<file path="src/rtl/gray_decoder_if.sv">
// Bus between a Gray-code producer and the gray_decoder: sampled code,
// qualifier and soft clear inbound, reconstructed counter status outbound.
interface gray_decoder_if #(
   parameter int WIDTH  = 3,
   parameter int WRAP_W = 8
);
   logic              Clear;
   logic              Valid;
   logic [WIDTH-1:0]  Gray;
   logic [WIDTH-1:0]  Binary;
   logic              Locked;
   logic              Overflow;
   logic [WRAP_W-1:0] Wraps;
   logic              Error;

   modport master (
      output Clear,
      output Valid,
      output Gray,
      input  Binary,
      input  Locked,
      input  Overflow,
      input  Wraps,
      input  Error
   );

   modport slave (
      input  Clear,
      input  Valid,
      input  Gray,
      output Binary,
      output Locked,
      output Overflow,
      output Wraps,
      output Error
   );
endinterface

</file>
<file path="src/rtl/gray_decoder.sv">
// Gray-code stream decoder: converts each accepted sample to binary and checks
// that the stream only holds or advances by one, tracking wraps and faults.
module gray_decoder #(
   parameter int WIDTH  = 3,
   parameter int WRAP_W = 8
) (
   input  logic          Clk,
   input  logic          Reset,
   gray_decoder_if.slave bus
);

   typedef enum logic [1:0] {
      ST_UNLOCKED = 2'b00,
      ST_LOCKED   = 2'b01,
      ST_FAULT    = 2'b10
   } state_t;

   localparam logic [WIDTH-1:0]  BIN_ZERO  = {WIDTH{1'b0}};
   localparam logic [WIDTH-1:0]  BIN_ONE   = {{(WIDTH-1){1'b0}}, 1'b1};
   localparam logic [WIDTH-1:0]  BIN_MAX   = {WIDTH{1'b1}};
   localparam logic [WRAP_W-1:0] WRAP_ZERO = {WRAP_W{1'b0}};
   localparam logic [WRAP_W-1:0] WRAP_ONE  = {{(WRAP_W-1){1'b0}}, 1'b1};
   localparam logic [WRAP_W-1:0] WRAP_MAX  = {WRAP_W{1'b1}};

   function automatic logic [WIDTH-1:0] gray2bin(input logic [WIDTH-1:0] g);
      logic [WIDTH-1:0] b;
      b[WIDTH-1] = g[WIDTH-1];
      for (int i = WIDTH - 2; i >= 0; i--) begin
         b[i] = b[i+1] ^ g[i];
      end
      return b;
   endfunction

   state_t            state_r;
   state_t            state_s;
   logic [WIDTH-1:0]  binary_r;
   logic [WIDTH-1:0]  binary_s;
   logic              locked_r;
   logic              locked_s;
   logic              overflow_r;
   logic              overflow_s;
   logic [WRAP_W-1:0] wraps_r;
   logic [WRAP_W-1:0] wraps_s;
   logic              error_r;
   logic              error_s;
   logic [WIDTH-1:0]  nb_s;
   logic [WIDTH-1:0]  step_s;

   // Next-state and next-output decode for the lock/step checker.
   always_comb begin
      nb_s       = gray2bin(bus.Gray);
      step_s     = nb_s - binary_r;
      state_s    = state_r;
      binary_s   = binary_r;
      locked_s   = locked_r;
      overflow_s = overflow_r;
      wraps_s    = wraps_r;
      error_s    = error_r;
      case (state_r)
         ST_UNLOCKED: begin
            if (bus.Valid) begin
               binary_s = nb_s;
               locked_s = 1'b1;
               state_s  = ST_LOCKED;
            end else begin
               state_s = ST_UNLOCKED;
            end
         end
         ST_LOCKED: begin
            if (!bus.Valid || (step_s == BIN_ZERO)) begin
               state_s = ST_LOCKED;
            end else if (step_s == BIN_ONE) begin
               binary_s = nb_s;
               // A legal +1 step out of all-ones can only land on zero.
               if (binary_r == BIN_MAX) begin
                  overflow_s = 1'b1;
                  if (wraps_r != WRAP_MAX) begin
                     wraps_s = wraps_r + WRAP_ONE;
                  end else begin
                     wraps_s = wraps_r;
                  end
               end else begin
                  overflow_s = overflow_r;
               end
            end else begin
               error_s  = 1'b1;
               locked_s = 1'b0;
               state_s  = ST_FAULT;
            end
         end
         ST_FAULT: begin
            state_s = ST_FAULT;
         end
         default: begin
            state_s  = ST_UNLOCKED;
            locked_s = 1'b0;
         end
      endcase
   end

   // State and output registers with async reset and synchronous clear.
   always_ff @(posedge Clk or posedge Reset) begin
      if (Reset) begin
         state_r    <= ST_UNLOCKED;
         binary_r   <= BIN_ZERO;
         locked_r   <= 1'b0;
         overflow_r <= 1'b0;
         wraps_r    <= WRAP_ZERO;
         error_r    <= 1'b0;
      end else if (bus.Clear) begin
         state_r    <= ST_UNLOCKED;
         binary_r   <= BIN_ZERO;
         locked_r   <= 1'b0;
         overflow_r <= 1'b0;
         wraps_r    <= WRAP_ZERO;
         error_r    <= 1'b0;
      end else begin
         state_r    <= state_s;
         binary_r   <= binary_s;
         locked_r   <= locked_s;
         overflow_r <= overflow_s;
         wraps_r    <= wraps_s;
         error_r    <= error_s;
      end
   end

   assign bus.Binary   = binary_r;
   assign bus.Locked   = locked_r;
   assign bus.Overflow = overflow_r;
   assign bus.Wraps    = wraps_r;
   assign bus.Error    = error_r;

endmodule

</file>
<file path="src/flat_wrapper.sv">
// flat-port wrapper written by rule: the top's interface ports become plain ports
module gray_decoder_flat 
#(
   parameter int WIDTH  = 3,
   parameter int WRAP_W = 8
)
  (Clk, Reset, bus_Clear, bus_Valid, bus_Gray, bus_Binary, bus_Locked, bus_Overflow, bus_Wraps, bus_Error);
  gray_decoder_if #(.WIDTH(WIDTH), .WRAP_W(WRAP_W)) bus_i ();
  input  logic Clk;
  input  logic Reset;
  input wire logic [$bits(bus_i.Clear)-1:0] bus_Clear;
  input wire logic [$bits(bus_i.Valid)-1:0] bus_Valid;
  input wire logic [$bits(bus_i.Gray)-1:0] bus_Gray;
  output wire logic [$bits(bus_i.Binary)-1:0] bus_Binary;
  output wire logic [$bits(bus_i.Locked)-1:0] bus_Locked;
  output wire logic [$bits(bus_i.Overflow)-1:0] bus_Overflow;
  output wire logic [$bits(bus_i.Wraps)-1:0] bus_Wraps;
  output wire logic [$bits(bus_i.Error)-1:0] bus_Error;
  assign bus_i.Clear = bus_Clear;
  assign bus_i.Valid = bus_Valid;
  assign bus_i.Gray = bus_Gray;
  assign bus_Binary = bus_i.Binary;
  assign bus_Locked = bus_i.Locked;
  assign bus_Overflow = bus_i.Overflow;
  assign bus_Wraps = bus_i.Wraps;
  assign bus_Error = bus_i.Error;
  gray_decoder #(.WIDTH(WIDTH), .WRAP_W(WRAP_W)) u_core (.Clk(Clk), .Reset(Reset), .bus(bus_i));
endmodule
</file>
<file path="config.mk">
export PLATFORM = sky130hd
export DESIGN_NAME = gray_decoder_flat
export DESIGN_NICKNAME = d
export VERILOG_FILES = /design/src/rtl/gray_decoder_if.sv /design/src/rtl/gray_decoder.sv /design/src/flat_wrapper.sv
export SDC_FILE = /design/constraint.sdc
export NUM_CORES = 1
export LEC_CHECK = 0
export ABC_AREA = 1
export CAP_MARGIN = 0
export CORE_MARGIN = 2
export CORE_UTILIZATION = 50
export DETAILED_ROUTE_END_ITERATION = 8
export PLACE_DENSITY = 0.77
export SYNTH_ARGS = -nofsm -noshare
export SYNTH_HDL_FRONTEND = slang
export SYNTH_SLANG_ARGS = --single-unit
</file>
<file path="constraint.sdc">
create_clock -name Clk -period 3.35 [get_ports Clk]
set_input_delay 0.335 -clock Clk [delete_from_list [all_inputs] [get_ports Clk]]
set_output_delay 0.335 -clock Clk [all_outputs]
set_load 0.1 [all_outputs]
</file>
==> run metrics <==
total CTS buffers 3; Max-Slew Margin vs Limit a little over a third; Psw 433 uW; die width just over 50 um; yosys warns 0; clk_skew between 0.002 and 0.0025 ns; CTS Buffer Depth 2; drc violations 0; diodes inserted 0; Sequential Area ~400 sq um; syn_area_per_cell between 7 and 8 sq um; Max Cap Viol 0; Hold WS slightly above 0.4 ns; initial antenna violation count 0; CTS tree done; Synthesized Nets ~170; Routed WL per cell approximately 12 um; Worst Tran Pin Value 0.969 ns; Worst Setup SP bus_Gray[2]; internal power 378 uW; PD cells roughly 580 mW/mm^2; placer congestion estimate about 0.84; Via density ~5.3; Fmax 370 MHz; fill count 196; fin nets ~200; largest net degree at the start of global routing 17; total die area roughly 0.0027 sq mm; Worst EP arrival a little under 3 ns; multi-input logic area 664 sq um; Final ANT Viol Nets 0; Root Driver clkbuf_4; RSZ-0062 raised after global routing false; design area 0.00139 sq mm; area grow syn2layout 21.0%; Starting Density between 50 and 60%; placed instance area between 0.001 and 0.0015 sq mm; Clk network pwr share 12.7%; commonest non-fill, non-tap cell in the layout nand2_1; synthesized cell area 0.00115 sq mm; R2R Path Start u_core.bus.Binary[0]$_DFFE_PP0P_; Sw Share approximately 53%; clock slew at reported path FFs roughly 0.09 ns; post-DP HPWL 1920 um; drt first pass iters 4; core area about 0.0022 sq mm; Flop pwr share around 32%; fin crit share between 80% and 90%; layout cell share with drive strength beyond 1 a little under a tenth; std cell rows 17; Boundary Pins 21; top cell type's share of synthesized area about a third; Yosys cell types 22; vias in the first global route between 1000 and 1500; commonest non-fill, non-tap cells in the layout 52 x nand2_1, 21 x nor2_1, 20 x clkdlybuf4s50_1; post-layout min period around 2.7 ns; number of flops mapped to enable cells by yosys 0; PortBufs 20; Vias approximately 1100; Post-CTS Setup Bufs 0; critical-path maximum fanout 10; CTS Sinks 16; DRT iter0 DRCs 41; Max VDD drop ~390 uV; Slew Viols, Final 0; post-CTS sizing 0; H-tree depth 1; DRT Wirelength 2490 um; HP Class input port to async pin; Cells after Synth around 160; status complete, no violations; Worst-Skew Late Latency roughly 0.29 ns; worst reg-to-reg setup slack around 1.2 ns; cell taking the most area after synthesis dfrtp_1; CP Launch Type input port; setup TNS 0 ns; ys async rst share 100%; combinational share of power a little under three fifths; #FFs+latches synth 16; Hold Fails Final Rpt 0; top cells by area, synth dfrtp_1 35%, nand2_1 17%, nand4_1 7.1%; Seq/Total Area, Yosys between 30% and 40%; Leakage between 0.0006 and 0.0007 uW; critical path type input port to register; Main synth FF type dfrtp_1; chip height just over 50 um; crit end category register; Worst EP required 3.53 ns; first-pass GRT wire length about 4400 um; grt ovf 0; Final Setup Violations 0; hold_buf cts 0; total track usage 21.6%
[cell type report]
class / count / area share, %
inverter: 18 / 4.86
multi-input combinational: 127 / 47.8
tap: 28 / 2.52
sequential: 16 / 28.8
clock buffer: 3 / 1.62
timing repair buffer: 20 / 14.4
[stage by stage]
step	std cells	setup slack (ns)	total power, uW	util (%)
after CTS	212	0.644	815	63.4
final	212	0.646	811	63.4
after floorplan	163	0.740	611	-
after global placement	209	0.415	704	62.4
after global routing	212	0.413	858	63.4
after detailed placement	209	0.337	711	62.4
[synthesized netlist by cell type (2+ instances only)]
cell	count
nand2_1	52
nor2_1	21
dfrtp_1	16
nand3_1	16
inv_1	14
nand4_1	13
a21oi_1	4
inv_2	4
nand2_2	4
xor2_1	3
ha_1	2
nand2_4	2
nand3_2	2
xnor2_1	2
[final timing paths]
kind                                              endpoint  cells after the start
max in group asynchronous    u_core.bus.Locked$_DFFE_PP0P_                      2
hold / removal             u_core.bus.Wraps[2]$_DFFE_PP0P_                      2
hold reg to reg               u_core.bus.Error$_DFFE_PP0P_                      2
setup / recovery           u_core.bus.Wraps[5]$_DFFE_PP0P_                     12
setup reg to reg           u_core.bus.Wraps[5]$_DFFE_PP0P_                      9
min in group Clk              u_core.bus.Error$_DFFE_PP0P_                      2
[sequential cells by signal, summed over array words and instances (netlist names)]
name                 count
u_core.state_r           2
u_core.bus.Wraps         8
u_core.bus.Error         1
u_core.bus.Locked        1
u_core.bus.Binary        3
u_core.bus.Overflow      1
[critical path: stages]
cell,delay (ns)
clkdlybuf4s50_1,0.48
xnor2_1,0.28
xor2_1,0.22
ha_1,0.18
inv_1,0.05
fa_1,0.45
nor2_1,0.22
nand4_1,0.17
nand2_2,0.22
nand3_4,0.15
nand2_1,0.08
nand2_1,0.06
[cell families after synthesis]
family          synth area share [%]
flops                           34.9
xor+xnor                        3.81
simple gates                    45.9
fa+ha+maj                       3.92
compound gates                  4.25
buf+inv                         7.30
[per-layer routing]
metal	vias up	part of all wire (%)	track usage, %
met3	4	5.4	2.87
met1	513	47	28.9
li1	574	-	-
met5	-	0	0
met2	33	47	35.9
met4	0	1.1	7.02
[power groups by stage]
stage	clock [uW]	combinational, uW	sequential [uW]
floorplan	0	157	453
global placement	0	442	262
detailed placement	0	448	263
CTS	106	449	260
global route	112	479	266
finish	103	447	260
Power figures use the tool's default switching activity.
